`config.mk`:
```
export PLATFORM = sky130hd
export DESIGN_NAME = progmem_loader_flat
export DESIGN_NICKNAME = d
export VERILOG_FILES = /design/src/rtl/progmem_loader_if.sv /design/src/rtl/progmem_loader.sv /design/src/flat_wrapper.sv
export SDC_FILE = /design/constraint.sdc
export NUM_CORES = 1
export LEC_CHECK = 0
export ABC_AREA = 1
export CAP_MARGIN = 20
export CORE_ASPECT_RATIO = 1.4
export CORE_MARGIN = 1
export CORE_UTILIZATION = 54
export DETAILED_ROUTE_END_ITERATION = 12
export GPL_ROUTABILITY_DRIVEN = 0
export PLACE_DENSITY_LB_ADDON = 0.1
export SLEW_MARGIN = 10
export SYNTH_ARGS = -nofsm -noshare
export SYNTH_HDL_FRONTEND = slang
export SYNTH_SLANG_ARGS = --single-unit
```
`constraint.sdc`:
```
create_clock -name clk -period 2.1 [get_ports clk]
set_clock_uncertainty 0.2 [all_clocks]
set_input_delay 0.315 -clock clk [delete_from_list [all_inputs] [get_ports clk]]
set_output_delay 0.315 -clock clk [all_outputs]
set_load 0.02 [all_outputs]
```
`src/rtl/progmem_loader_if.sv`:
```
// Bundles the fetch port and the loader port of progmem_loader.
//   master : fetch stage + host/boot loader (drives requests, receives status)
//   slave  : progmem_loader itself
// Fetch signals : fetch_en, fetch_addr -> fetch_data, fetch_valid, parity_err
// Load signals  : load_start, load_base, load_valid, load_data -> load_ready,
//                 load_ptr, load_wrap
// Status        : busy (zero-fill in progress)
interface progmem_loader_if #(
    parameter int unsigned DATA_W = 16,
    parameter int unsigned ADDR_W = 4
);
    logic              fetch_en;
    logic [ADDR_W-1:0] fetch_addr;
    logic [DATA_W-1:0] fetch_data;
    logic              fetch_valid;
    logic              load_start;
    logic [ADDR_W-1:0] load_base;
    logic              load_valid;
    logic [DATA_W-1:0] load_data;
    logic              load_ready;
    logic [ADDR_W-1:0] load_ptr;
    logic              load_wrap;
    logic              busy;
    logic              parity_err;

    modport master (
        output fetch_en, fetch_addr, load_start, load_base, load_valid, load_data,
        input  fetch_data, fetch_valid, load_ready, load_ptr, load_wrap, busy, parity_err
    );

    modport slave (
        input  fetch_en, fetch_addr, load_start, load_base, load_valid, load_data,
        output fetch_data, fetch_valid, load_ready, load_ptr, load_wrap, busy, parity_err
    );
endinterface

```
`src/rtl/progmem_loader.sv`:
```
// Program memory for the QUAD.nibble CPU: DEPTH x DATA_W array with a registered
// fetch port and a streaming valid/ready loader with an auto-incrementing pointer.
// Zero-fills the whole array after every reset (busy high during the fill).
// Ports:
//   clk   : clock, all logic on the rising edge
//   reset : synchronous, active-high
//   bus   : progmem_loader_if.slave (fetch port, loader port, busy, parity_err)
// Optional feature: define PROGMEM_PARITY_EN to store an even-parity bit per word
// and flag mismatches on fetch via parity_err; otherwise parity_err is tied 0.
module progmem_loader #(
    parameter int unsigned DATA_W = 16,
    parameter int unsigned ADDR_W = 4
) (
    input logic             clk,
    input logic             reset,
    progmem_loader_if.slave bus
);

    localparam int unsigned Depth = 2 ** ADDR_W;
`ifdef PROGMEM_PARITY_EN
    localparam int unsigned WordW = DATA_W + 1;
`else
    localparam int unsigned WordW = DATA_W;
`endif
    localparam logic [ADDR_W-1:0] LastAddr = '1;

    typedef enum logic [0:0] {
        StClear,
        StRun
    } state_e;

    state_e state_q, state_d;

    logic [WordW-1:0]  mem [Depth];
    logic [ADDR_W-1:0] clr_cnt_q;
    logic [ADDR_W-1:0] load_ptr_q, load_ptr_d;
    logic              load_wrap_q, load_wrap_d;
    logic [DATA_W-1:0] fetch_data_q;
    logic              fetch_valid_q;

    // Output-decode signals
    logic              busy;
    logic              load_ready;
    logic              fetch_acc;
    logic              mem_we;
    logic [ADDR_W-1:0] mem_waddr;
    logic [WordW-1:0]  mem_wdata;

    logic [ADDR_W-1:0] wr_ptr;
    logic [WordW-1:0]  rd_word;
    logic [WordW-1:0]  load_word;

    // ------------------------------------------------------------------
    // FSM: state register
    // ------------------------------------------------------------------
    always_ff @(posedge clk) begin
        if (reset) begin
            state_q <= StClear;
        end else begin
            state_q <= state_d;
        end
    end

    // FSM: next state
    always_comb begin
        state_d = state_q;
        unique case (state_q)
            StClear: if (clr_cnt_q == LastAddr) state_d = StRun;
            StRun:   state_d = StRun;
            default: state_d = StClear;
        endcase
    end

    // FSM: outputs and write-port decode
    always_comb begin
        busy       = 1'b0;
        load_ready = 1'b0;
        fetch_acc  = 1'b0;
        mem_we     = 1'b0;
        mem_waddr  = clr_cnt_q;
        mem_wdata  = '0;
        unique case (state_q)
            StClear: begin
                busy      = 1'b1;
                mem_we    = 1'b1;
                mem_waddr = clr_cnt_q;
                mem_wdata = '0;
            end
            StRun: begin
                load_ready = 1'b1;
                fetch_acc  = bus.fetch_en;
                mem_we     = bus.load_valid;
                mem_waddr  = wr_ptr;
                mem_wdata  = load_word;
            end
            default: begin
                busy = 1'b1;
            end
        endcase
    end

    // ------------------------------------------------------------------
    // Zero-fill counter; wraps to 0 naturally as the FSM leaves StClear.
    // ------------------------------------------------------------------
    always_ff @(posedge clk) begin
        if (reset) begin
            clr_cnt_q <= '0;
        end else if (state_q == StClear) begin
            clr_cnt_q <= clr_cnt_q + ADDR_W'(1);
        end
    end

    // ------------------------------------------------------------------
    // Loader pointer. A load_start in the same cycle as an accepted word
    // redirects that word to load_base.
    // ------------------------------------------------------------------
    assign wr_ptr = bus.load_start ? bus.load_base : load_ptr_q;

`ifdef PROGMEM_PARITY_EN
    assign load_word = {^bus.load_data, bus.load_data};
`else
    assign load_word = bus.load_data;
`endif

    always_comb begin
        load_ptr_d  = load_ptr_q;
        load_wrap_d = load_wrap_q;
        if (state_q == StRun) begin
            if (bus.load_start) begin
                load_ptr_d  = bus.load_base;
                load_wrap_d = 1'b0;
            end
            if (bus.load_valid) begin
                load_ptr_d = wr_ptr + ADDR_W'(1);
                if (wr_ptr == LastAddr) begin
                    load_wrap_d = 1'b1;
                end
            end
        end
    end

    always_ff @(posedge clk) begin
        if (reset) begin
            load_ptr_q  <= '0;
            load_wrap_q <= 1'b0;
        end else begin
            load_ptr_q  <= load_ptr_d;
            load_wrap_q <= load_wrap_d;
        end
    end

    // ------------------------------------------------------------------
    // Storage. Gated by reset so an in-flight load word is dropped.
    // Non-blocking write gives read-before-write on a same-address fetch.
    // ------------------------------------------------------------------
    always_ff @(posedge clk) begin
        if (!reset && mem_we) begin
            mem[mem_waddr] <= mem_wdata;
        end
    end

    assign rd_word = mem[bus.fetch_addr];

    // ------------------------------------------------------------------
    // Registered fetch port; fetch_data holds when no fetch is accepted.
    // ------------------------------------------------------------------
    always_ff @(posedge clk) begin
        if (reset) begin
            fetch_data_q  <= '0;
            fetch_valid_q <= 1'b0;
        end else begin
            fetch_valid_q <= fetch_acc;
            if (fetch_acc) begin
                fetch_data_q <= rd_word[DATA_W-1:0];
            end
        end
    end

`ifdef PROGMEM_PARITY_EN
    logic parity_err_q;

    // Even parity over data+parity bit must be 0 for an intact word.
    always_ff @(posedge clk) begin
        if (reset) begin
            parity_err_q <= 1'b0;
        end else begin
            parity_err_q <= fetch_acc & (^rd_word);
        end
    end

    assign bus.parity_err = parity_err_q;
`else
    assign bus.parity_err = 1'b0;
`endif

    assign bus.fetch_data  = fetch_data_q;
    assign bus.fetch_valid = fetch_valid_q;
    assign bus.load_ready  = load_ready;
    assign bus.load_ptr    = load_ptr_q;
    assign bus.load_wrap   = load_wrap_q;
    assign bus.busy        = busy;

endmodule

```
`src/flat_wrapper.sv`:
```
// flat-port wrapper written by rule: the top's interface ports become plain ports
module progmem_loader_flat 
#(
    parameter int unsigned DATA_W = 16,
    parameter int unsigned ADDR_W = 4
)
  (clk, reset, bus_fetch_en, bus_fetch_addr, bus_load_start, bus_load_base, bus_load_valid, bus_load_data, bus_fetch_data, bus_fetch_valid, bus_load_ready, bus_load_ptr, bus_load_wrap, bus_busy, bus_parity_err);
  progmem_loader_if #(.DATA_W(DATA_W), .ADDR_W(ADDR_W)) bus_i ();
  input logic clk;
  input logic reset;
  input wire logic [$bits(bus_i.fetch_en)-1:0] bus_fetch_en;
  input wire logic [$bits(bus_i.fetch_addr)-1:0] bus_fetch_addr;
  input wire logic [$bits(bus_i.load_start)-1:0] bus_load_start;
  input wire logic [$bits(bus_i.load_base)-1:0] bus_load_base;
  input wire logic [$bits(bus_i.load_valid)-1:0] bus_load_valid;
  input wire logic [$bits(bus_i.load_data)-1:0] bus_load_data;
  output wire logic [$bits(bus_i.fetch_data)-1:0] bus_fetch_data;
  output wire logic [$bits(bus_i.fetch_valid)-1:0] bus_fetch_valid;
  output wire logic [$bits(bus_i.load_ready)-1:0] bus_load_ready;
  output wire logic [$bits(bus_i.load_ptr)-1:0] bus_load_ptr;
  output wire logic [$bits(bus_i.load_wrap)-1:0] bus_load_wrap;
  output wire logic [$bits(bus_i.busy)-1:0] bus_busy;
  output wire logic [$bits(bus_i.parity_err)-1:0] bus_parity_err;
  assign bus_i.fetch_en = bus_fetch_en;
  assign bus_i.fetch_addr = bus_fetch_addr;
  assign bus_i.load_start = bus_load_start;
  assign bus_i.load_base = bus_load_base;
  assign bus_i.load_valid = bus_load_valid;
  assign bus_i.load_data = bus_load_data;
  assign bus_fetch_data = bus_i.fetch_data;
  assign bus_fetch_valid = bus_i.fetch_valid;
  assign bus_load_ready = bus_i.load_ready;
  assign bus_load_ptr = bus_i.load_ptr;
  assign bus_load_wrap = bus_i.load_wrap;
  assign bus_busy = bus_i.busy;
  assign bus_parity_err = bus_i.parity_err;
  progmem_loader #(.DATA_W(DATA_W), .ADDR_W(ADDR_W)) u_core (.clk(clk), .reset(reset), .bus(bus_i));
endmodule
```
Word-level counts from Yosys, hierarchy flattened --
Memory sizes are Yosys's and may differ from the RTL's. A register that Yosys moved wholly into a read port is not among the register bits. Cells that the tools add are included.
Cells by class: add/subtract/negate cells 2, equality and inequality tests 2, muxes and demuxes 15, bitwise operators 1, reductions and logical operators 2
Operators by type and width (count):
- $pmux 16 s2 | 1
- $mux 1 | 9
- $add 4x1->4 const B | 2
- $eq 4x4->1 const B | 2
- $mux 4 | 2
- $pmux 4 s2 | 1
- $pmux 1 s2 | 2
- $logic_and 1x1->1 | 1
- $logic_not 1->1 | 1
- $not 1->1 | 1
Word-level totals: register bits 11, bits in writable memories 256, input port bits 29, output and inout port bits 25, memories 1
Memories:
- u_core.mem | words 16, width 16, rd ports 1, clocked after memory_dff 1, wr ports 1, RTL line progmem_loader.sv:34 | logic [WordW-1:0] mem [Depth];

Depth between registers and ports, before layout --
word-level depth 5, mapped depth 11, mapped depth without buffers 9

Worst setup path before layout --
Ideal clock, no wire load.
path type register -> register, start reg u_core.state_q, end mem u_core.mem[7][0] (netlist name) (enable), arrival time 1.904 ns, data required time 1.512 ns, slack -0.392 ns, cell stages (with the launch flop) 7, buffers on the path 2, clock period less this slack 2.492 ns, cell sequence dfxtp_1 > buf_2 > inv_2 > buf_4 > a21oi_2 > nand3_1 > nor2_1
Between the ends: longest elaborated chain between the ends 5
Ends and longest elaborated chain:
- start, declared | RTL line progmem_loader.sv:32 | state_e state_q, state_d;
- start signal, assigned | RTL line progmem_loader.sv:58 | state_q <= StClear;
- start signal, assigned | RTL line progmem_loader.sv:60 | state_q <= state_d;
- $not 1->1
- $pmux 1 s2 | RTL line progmem_loader.sv:82 | unique case (state_q)
- $logic_and 1x1->1 | RTL line progmem_loader.sv:157 | if (!reset && mem_we) begin
- $mux 1 | RTL line progmem_loader.sv:157
- $mux 1 (not written as such) | RTL line progmem_loader.sv:158 | mem[mem_waddr] <= mem_wdata;
- end, declared | RTL line progmem_loader.sv:34
Several ways; a longest one is shown, not always the timed one.

Worst setup path after layout --
start reg u_core.state_q, end out bus_load_ready
Between the ends: longest elaborated chain between the ends 1
Ends and longest elaborated chain:
- $mux 1 | RTL line progmem_loader.sv:82
- end, declared | RTL line flat_wrapper.sv:19 | output wire logic [$bits(bus_i.load_ready)-1:0] bus_load_ready;
Every way passes these cells.

==> out/results.txt <==
status: finished clean
Post-DP HPWL: 18800 um
crit path cell chain: buf_4 > buf_4 > clkdlybuf4s15_1
Post-Place Setup Slack: -0.386 ns
post-layout instance area: 0.0141 sq mm
warnings from Yosys: 0
DRC viols: 0
unrepaired setup endpoints after global routing: false
delay-heaviest family, CP: buffers and inverters
Critical Path AT: 1.52 ns
main combinational cell family by area after synthesis: simple AND/OR/NAND/NOR gates
Cell Pwr Density: 827 mW/mm^2
# fillers: 1632
initial DRC count: 938
antenna cells: 0
leak pwr: 5.55 nW
VDD IR-drop max: 568 uV
simple-gate share of the synthesized area: 0.233
hold-critical path depth: 3
Critical Path Start Type: flop
initial core utilization: 0.554
flops & latches, synth: 283
Clock Path Buffers: 3
I/O Pins: 54
post-route setup TNS: 0 ns
htree depth: 1
final slew viol count: 0
WP depth: 3
crit-path max cell delay: 0.37 ns
Post-Synthesis Cells: 1078
sequential share of power: 0.527
WL/cell: 20.3 um
core area: 0.0213 sq mm
DIE HEIGHT: 177 um
Yosys cell types: 24
Std-Cell Rows: 63
xor/xnor share of the synthesized area: 0
adder-cell share of the synthesized area: 0.00212
Clock Latency Late Sink: 0.53 ns
reg-to-reg setup timing slack: 0.17 ns
final-report hold violation count: 0
switch share: 0.209
syn_area_per_cell: 10.9 sq um
crit path kind: reg2out
synthesis-to-layout area growth: 19.4%
1st-pass router iterations: 5
GRT Total Usage: 0.273
largest net degree at the start of global routing: 50
Clock Pin Slew Worst Setup and Hold Paths: 0.07 ns
WP data required: 1.58 ns
Synth Area in Compound Gates: 0.0105
Total Power Consumption: 11.6 mW
Die ar.: 0.0224 sq mm
synthesized cell area: 0.0118 sq mm
Power Internal: 9.21 mW
clock power share: 0.411
final setup vio count: 0
Peak Freq: 0.492 GHz
post-CTS setup buffers: 0
crit path buf inv count: 3
grt ovf: 0
placed cells: 1398
Net Count, Synth: 1109
Crit. End Element: primary output
DP Area: 0.0132 sq mm
WHS: 0.147 ns
root buffer cell: clkbuf_16
CP max-delay cell: dfxtp_1
reg2reg path depth: 7
Total Nets Final: 1197
share of post-route cells with drive strength above 1: 0.118
Die Wd: 127 um
max cap viols: 0
CP max FO: 10
Vias/cell: 5.57
mux contribution to synthesized area: 0
sequential area share after synthesis: 0.698
Final WS setup: 0.0667 ns
initial antenna violation count: 0
CP dominant cell by count: buf_4
port bufs: 52
post-route ant nets: 0
FF/Latch Area: 0.00823 sq mm
Min-Delay Path Class: in2reg
fin crit share: 0.968
Total Wirelength: 29200 um
Psw: 2.43 mW
Num CTS Buffers: 26
CTS tree: done
commonest non-fill, non-tap cell in the layout: nand2_1
vias in the first global route: 7700
final cell count without fillers: 1443
commonest cells after routing, fill and taps aside: nand2_1 (373), edfxtp_1 (256), nand3_1 (212), inv_1 (50), clkdlybuf4s50_1 (48)
worst rel slew slack: 0.652
fin util: 0.661
CTS Sinks: 283
global-route wire length before repair: 44500 um
combinational power share: 0.062
DR vias: 8038
worst-margin pin slew: 0.521 ns
area of the multi-input gates: 0.00307 sq mm
crit path time final: 2.03 ns
[tightest hold or removal path: cells and delay by family]
family,cells,cell delay [ns]
buf+inv,1,0.39
simple gates,2,0.13
[path summary, 6_finish.rpt]
kind	startpoint	end
max	u_core.state_q	bus_load_ready
min	bus_fetch_en	u_core.bus.fetch_valid
max reg2reg	u_core.state_q	u_core.mem[14][0]
min reg2reg	u_core.clr_cnt_q[0]	u_core.clr_cnt_q[0]
[power by group through the flow]
| stage | Combinational [mW] | Clock (mW) | Sequential, mW |
|---|---|---|---|
| finish | 0.723 | 4.78 | 6.14 |
| global route | 0.792 | 5.05 | 6.14 |
| CTS | 0.726 | 4.83 | 6.14 |
| detailed placement | 0.723 | 0 | 6.26 |
| global placement | 0.715 | 0 | 6.26 |
| floorplan | 0.453 | 0 | 6.26 |
[repair_timing]
item                                    4_1_cts  5_1_grt
hold buffers                                  0        0
resized for setup                             2        1
endpoints found under the setup margin        2        1
endpoints found under the hold margin         0        0
[state kept, by name (all words and copies together) (netlist names)]
signal,count
u_core.bus.fetch_data,16
u_core.bus.fetch_valid,1
u_core.bus.load_ptr,4
u_core.bus.load_wrap,1
u_core.clr_cnt_q,4
u_core.mem,256
u_core.state_q,1
[synthesized netlist by cell type (all sizes together)]
| library cell | number | share of area |
|---|---|---|
| edfxtp | 256 | 0.65 |
| nand3 | 216 | 0.092 |
| clkbuf | 9 | 0.0029 |
| ha | 2 | 0.0021 |
| o22ai | 1 | 0.00053 |
| o21ai | 12 | 0.0061 |
| a21oi | 7 | 0.0033 |
| dfxtp | 27 | 0.046 |
| and3 | 2 | 0.0011 |
| nor3 | 2 | 0.00085 |
| conb | 1 | 0.00032 |
| nand2 | 373 | 0.12 |
| buf | 52 | 0.036 |
| nand4 | 1 | 0.00053 |
| o21a | 1 | 0.00064 |
| nor2 | 60 | 0.019 |
| inv | 55 | 0.018 |
| nand3b | 1 | 0.00064 |
[cell type report]
cell class	instances	share of cell area
multi-input cells	679	0.218
flip-flops and latches	283	0.585
repair buffers	121	0.0981
clock buffers	31	0.0491
well taps	260	0.0231
clock inverters	14	0.0121
inverters	55	0.0148
[layer usage]
metal  routed length [um]  global-route usage
met3                 1720              0.0275
met2                14600               0.463
met4                 1460               0.136
met1                11500               0.351
met5                    0                   0
[cells by family after synthesis]
group / count (synthesis)
and+or+nand+nor: 655
adders and majority gates: 2
other: 1
buffers and inverters: 116
DFF: 283
AOI/OAI and AO/OA: 21
Power figures use the tool's default switching activity.
==> RTL change 1 (same flow settings) <==
Build with the macro `PROGMEM_PARITY_EN` defined.
--- a/src/rtl/progmem_loader.sv
+++ b/src/rtl/progmem_loader.sv
@@ -7,6 +7,8 @@
 //   bus   : progmem_loader_if.slave (fetch port, loader port, busy, parity_err)
 // Optional feature: define PROGMEM_PARITY_EN to store an even-parity bit per word
 // and flag mismatches on fetch via parity_err; otherwise parity_err is tied 0.
+`define PROGMEM_PARITY_EN
+
 module progmem_loader #(
     parameter int unsigned DATA_W = 16,
     parameter int unsigned ADDR_W = 4
Formal check against the unedited RTL: same outputs for any inputs over 10 cycles, from zero or initial values and one cycle with reset high; that may be too few to reach the edited logic, so the function may still have changed.
==> RTL change 1 against the unedited design <==
  * Synthesized area rose by 11%
  * Sequential cell count rose by 17
  * Cell area rose by 18%
  * Worst hold slack got worse by 0.032 ns
  * Routed wire length rose by 17%
  * Total power rose by 14%
  * Core utilization rose by 3.6 points
  * Count of clock-buffer cells in the layout did not move
  * Setup slack got worse by 0.018 ns
==> RTL change 1: results <==
metrics = {
    "sta": {
        "hold_viol": 0,
        "fin_hold_ws_ns": 0.115,
        "relSlewSlack_pct": 54.2,
    },
    "worst_setup_path": {
        "worstPathMaxFanout": 8,
        "regToRegEndpoint": "u_core.bus.parity_err",
        "reg2reg_slack_ns": 0.08,
        "worstRegToRegCells": 14,
        "reg2reg_from": "u_core.mem[0][15]",
        "cp.arrival_ns": 2.10,
        "slowest_delay_ns": 0.39,
        "critPathSlowestCell": "clkdlybuf4s50_1",
    },
    "power_and_ir_drop": {
        "peakVddDrop_mv": 0.791,
        "leakagePower_nw": 6.94,
        "combPwrFrac_pct": 10.3,
        "seq_power_share_pct": 48.8,
        "pg_clk_mw": 5.45,
        "intPower_mw": 10.3,
    },
    "synthesis": {
        "synth_seq_area_share_pct": 66.7,
        "synth_cells": 1266,
        "synth_top_cells_by_count": "316 x nand2_1, 272 x edfxtp_1, 145 x nor2_1",
        "synth_flop_cell": "edfxtp_1",
        "syn_nets": 1297,
        "synthArstFlopShare_pct": 0,
        "ys_types": 30,
        "synth_edf_count": 272,
        "synth_warnings": 0,
        "ys_top_cells_by_area": "edfxtp_1 62%, nand2_1 9.1%, nand3_1 5.0%",
    },
    "place": {
        "port_buffers": 53,
        "dp.cells": 1703,
        "hpwl_mm": 21.4,
    },
    "layout": {
        "stdcell_count": 1772,
        "fin_nets": 1471,
        "drive_gt1_share_pct": 19.5,
        "largest_reg_flops": 272,
    },
    "global_route": {
        "grt_max_degree": 40,
        "met3_usage_pct": 2.93,
        "antenna_found_initial": 0,
        "grt_pass1_wl_mm": 51.6,
        "grt_pass1_vias": 9246,
        "gr-usage-all-layers_pct": 28.0,
        "grt_use_met2_pct": 50.0,
        "met1_usage_pct": 35.9,
    },
    "routing": {
        "dr_wl_met3_mm": 2.26,
        "met1Wirelength_mm": 13.3,
        "met2_length_mm": 17.5,
        "drtIter0Drc": 953,
        "viasPerCell": 5.37,
        "drt-wirelength-per-cell_um": 19.2,
    },
    "cts": {
        "clk_latency_ns": 0.54,
        "cts_setup_buffers": 12,
        "cts_resized": 22,
        "cts_buffers": 28,
    },
    "worst_hold_path": {
        "min_delay_worst_endpoint": "u_core.bus.load_wrap",
        "min_path_cells": 4,
        "worstHoldStart": "bus_load_start",
        "min_path_type": "in -> reg",
    },
    "run_status": {
        "status": "complete, no violations",
    },
}
[RTL change 1: cell types whose count changed after synthesis, moves of 14 or more]
cell and delta:
nand2_1 -57, xnor2_1 +14, o21ai_0 +38, edfxtp_1 +16, inv_1 +79, nor2_1 +85
o21ai_1 +29, o211ai_1 +28, a21oi_1 +16, nand3_1 -84
[RTL change 1: logic make-up after synthesis]
group	share of synthesized area, %
AND/OR/NAND/NOR	19.0
adder cells (fa/ha/maj)	0.191
XOR/XNOR	1.07
AO/OA/AOI/OAI	5.77
buffers and inverters	7.25
flip-flops	66.7
[RTL change 1: final cells by class]
cell class,count,area [um^2]
flip-flops and latches,300,8730
inverters,143,547
fillers,1755,7230
clock inverters,21,259
well taps,310,388
repair buffers,208,2280
multi-input cells,759,3710
clock buffers,31,743
[RTL change 1: worst max-delay path by stage]
stage / startpoint / endpoint / cells after the start
2_1_floorplan: bus_load_start / u_core.mem[10][0] / 7
3_3_place_gp: bus_load_start / u_core.mem[8][12] / 8
3_5_place_dp: bus_load_start / u_core.mem[10][13] / 8
4_1_cts: bus_fetch_addr[2] / u_core.bus.parity_err / 15
5_1_grt: u_core.mem[14][9] / u_core.bus.parity_err / 15
6_report: bus_load_base[1] / u_core.mem[9][15] / 9
[RTL change 1: worst max-delay path: cells and delay by family]
| kind | cells | cell delay (ns) |
|---|---|---|
| compound gates | 2 | 0.29 |
| simple gates | 3 | 0.56 |
| buf+inv | 4 | 0.92 |
[RTL change 1: per-stage QoR]
step / setup slack [ns] / cell area [um^2]
after detailed placement: -0.968 / 15200
after global placement: -0.980 / 15200
after CTS: 0.00169 / 16500
after floorplan: -0.0367 / 13300
final: 0.0485 / 16700
after global routing: -0.0848 / 16700
==> RTL change 2 (config.mk and constraints unchanged) <==
Without the edit above. `ADDR_W` is set to 4 in 3 places; all go to 2.
--- a/src/rtl/progmem_loader_if.sv
+++ b/src/rtl/progmem_loader_if.sv
@@ -7,7 +7,7 @@
 // Status        : busy (zero-fill in progress)
 interface progmem_loader_if #(
     parameter int unsigned DATA_W = 16,
-    parameter int unsigned ADDR_W = 4
+    parameter int unsigned ADDR_W = 2
 );
     logic              fetch_en;
     logic [ADDR_W-1:0] fetch_addr;
--- a/src/rtl/progmem_loader.sv
+++ b/src/rtl/progmem_loader.sv
@@ -9,7 +9,7 @@
 // and flag mismatches on fetch via parity_err; otherwise parity_err is tied 0.
 module progmem_loader #(
     parameter int unsigned DATA_W = 16,
-    parameter int unsigned ADDR_W = 4
+    parameter int unsigned ADDR_W = 2
 ) (
     input logic             clk,
     input logic             reset,
--- a/src/flat_wrapper.sv
+++ b/src/flat_wrapper.sv
@@ -2,7 +2,7 @@
 module progmem_loader_flat 
 #(
     parameter int unsigned DATA_W = 16,
-    parameter int unsigned ADDR_W = 4
+    parameter int unsigned ADDR_W = 2
 )
   (clk, reset, bus_fetch_en, bus_fetch_addr, bus_load_start, bus_load_base, bus_load_valid, bus_load_data, bus_fetch_data, bus_fetch_valid, bus_load_ready, bus_load_ptr, bus_load_wrap, bus_busy, bus_parity_err);
   progmem_loader_if #(.DATA_W(DATA_W), .ADDR_W(ADDR_W)) bus_i ();
Interface: changed (resized bus_fetch_addr, bus_load_base and bus_load_ptr); port bits go from 54 to 48. No check against the original RTL was run, so the function may have changed too.
==> RTL change 2 against the unedited design <==
  * The run now ends with DRC left
  * Cell area fell by 69%
  * Sequential cell count decreased by 196
  * Setup slack better by 0.061 ns
  * Combinational power fell by 29%
  * Via count is 70% lower
  * Synthesized area down 70%
  * Total power fell by 68%
  * Die area decreased by 69%
  * Routed wire length is 78% lower
  * Highest routed layer unchanged
==> RTL change 2: results <==
metrics = {
    "layout": {
        "fill_cells": 520,
        "stdcell_count": 468,
        "fin_nets": 418,
        "drive_gt1_share_pct": 10.6,
        "largest_reg_flops": 64,
    },
    "cts": {
        "clock-root-buffer": "clkbuf_8",
        "cts_buffers": 9,
        "clockBufferDepth": 2,
        "cts_max_level": 3,
        "clk_latency_ns": 0.34,
    },
    "routing": {
        "drt-total-wl_mm": 6.41,
        "drc": 5,
        "drtPass1Iterations": 8,
    },
    "worst_setup_path": {
        "regToRegEndpoint": "u_core.bus.fetch_data[2]",
        "worstPathMaxFanout": 14,
        "critPathSlowestCell": "clkdlybuf4s50_1",
        "reg2reg_slack_ns": 0.40,
        "slowest_delay_ns": 0.65,
        "cp.arrival_ns": 1.46,
    },
    "power_and_ir_drop": {
        "pg_clk_mw": 1.14,
        "combPwrFrac_pct": 13.8,
        "peakVddDrop_mv": 0.773,
        "leakagePower_nw": 1.81,
    },
    "worst_hold_path": {
        "worstHoldStart": "u_core.clr_cnt_q[0]",
        "min_delay_worst_endpoint": "u_core.clr_cnt_q[0]",
        "min_path_type": "reg -> reg",
        "min_path_cells": 2,
    },
    "global_route": {
        "grt_max_degree": 33,
        "gr-usage-all-layers_pct": 21.0,
        "grt_use_met2_pct": 35.1,
        "grt_pass1_wl_mm": 10.9,
        "met3_usage_pct": 3.72,
        "met1_usage_pct": 25.1,
    },
    "place": {
        "port_buffers": 46,
        "hpwl_mm": 4.44,
    },
    "run_status": {
        "status": "complete, but fails checks",
        "violations": "DRC",
    },
    "synthesis": {
        "synth_top_cells_by_count": "112 x nand2_1, 64 x edfxtp_1, 37 x nand3_1",
        "synth_seq_area_share_pct": 66.8,
        "avgSynthCellArea_um2": 10.6,
        "syn_nets": 364,
        "ys_top_cells_by_area": "edfxtp_1 54%, dfxtp_1 13%, nand2_1 12%",
        "synth_edf_count": 64,
    },
}
-- RTL change 2: changes by cell type after synthesis, moves of 4 or more --
cell	change
a21oi_1	+10
buf_2	-15
buf_6	-14
clkbuf_1	-9
dfxtp_1	-4
edfxtp_1	-192
inv_1	-29
nand2_1	-261
nand3_1	-179
nor2_1	-47
o21ai_0	+5
o21ai_1	+4
-- RTL change 2: layer usage --
layer	vias up	part of all wire (%)
met5	-	0
met2	64	50
li1	1222	-
met3	17	4.2
met1	1097	42
met4	0	3.3
-- RTL change 2: cell type report --
type	count	share of cell area (%)
tap	72	2.10
multi-input combinational	206	21.4
inverter	26	2.39
clock buffer	11	3.29
sequential	87	55.5
timing repair buffer	61	14.0
clock inverter	5	1.34
-- RTL change 2: metrics by stage --
| stage | total power, mW | setup WS (ns) | cell area (um^2) | TNS (ns) |
|---|---|---|---|---|
| finish | 3.72 | 0.128 | 4290 | 0 |
| global route | 3.87 | 0.0672 | 4290 | 0 |
| CTS | 3.75 | 0.0330 | 4290 | 0 |
| detailed placement | 2.62 | -0.0281 | 4090 | -0.441 |
| global placement | 2.60 | -0.00571 | 4090 | -0.0794 |
| floorplan | 2.41 | -0.0882 | 3560 | -4.49 |
-- RTL change 2: cells by family after synthesis --
| group | after synthesis | share of synthesized area (%) |
|---|---|---|
| buffers and inverters | 44 | 7.44 |
| other | 1 | 0.105 |
| AOI/OAI and AO/OA | 37 | 5.51 |
| adders and majority gates | 2 | 0.702 |
| DFF | 87 | 66.8 |
| and+or+nand+nor | 166 | 19.4 |
-- RTL change 2: repair_timing --
| item | CTS | global route |
|---|---|---|
| setup buffers | 0 | 0 |
| gates resized for setup | 1 | 1 |
| setup endpoints to repair | 2 | 1 |
| pin swaps | 0 | 0 |
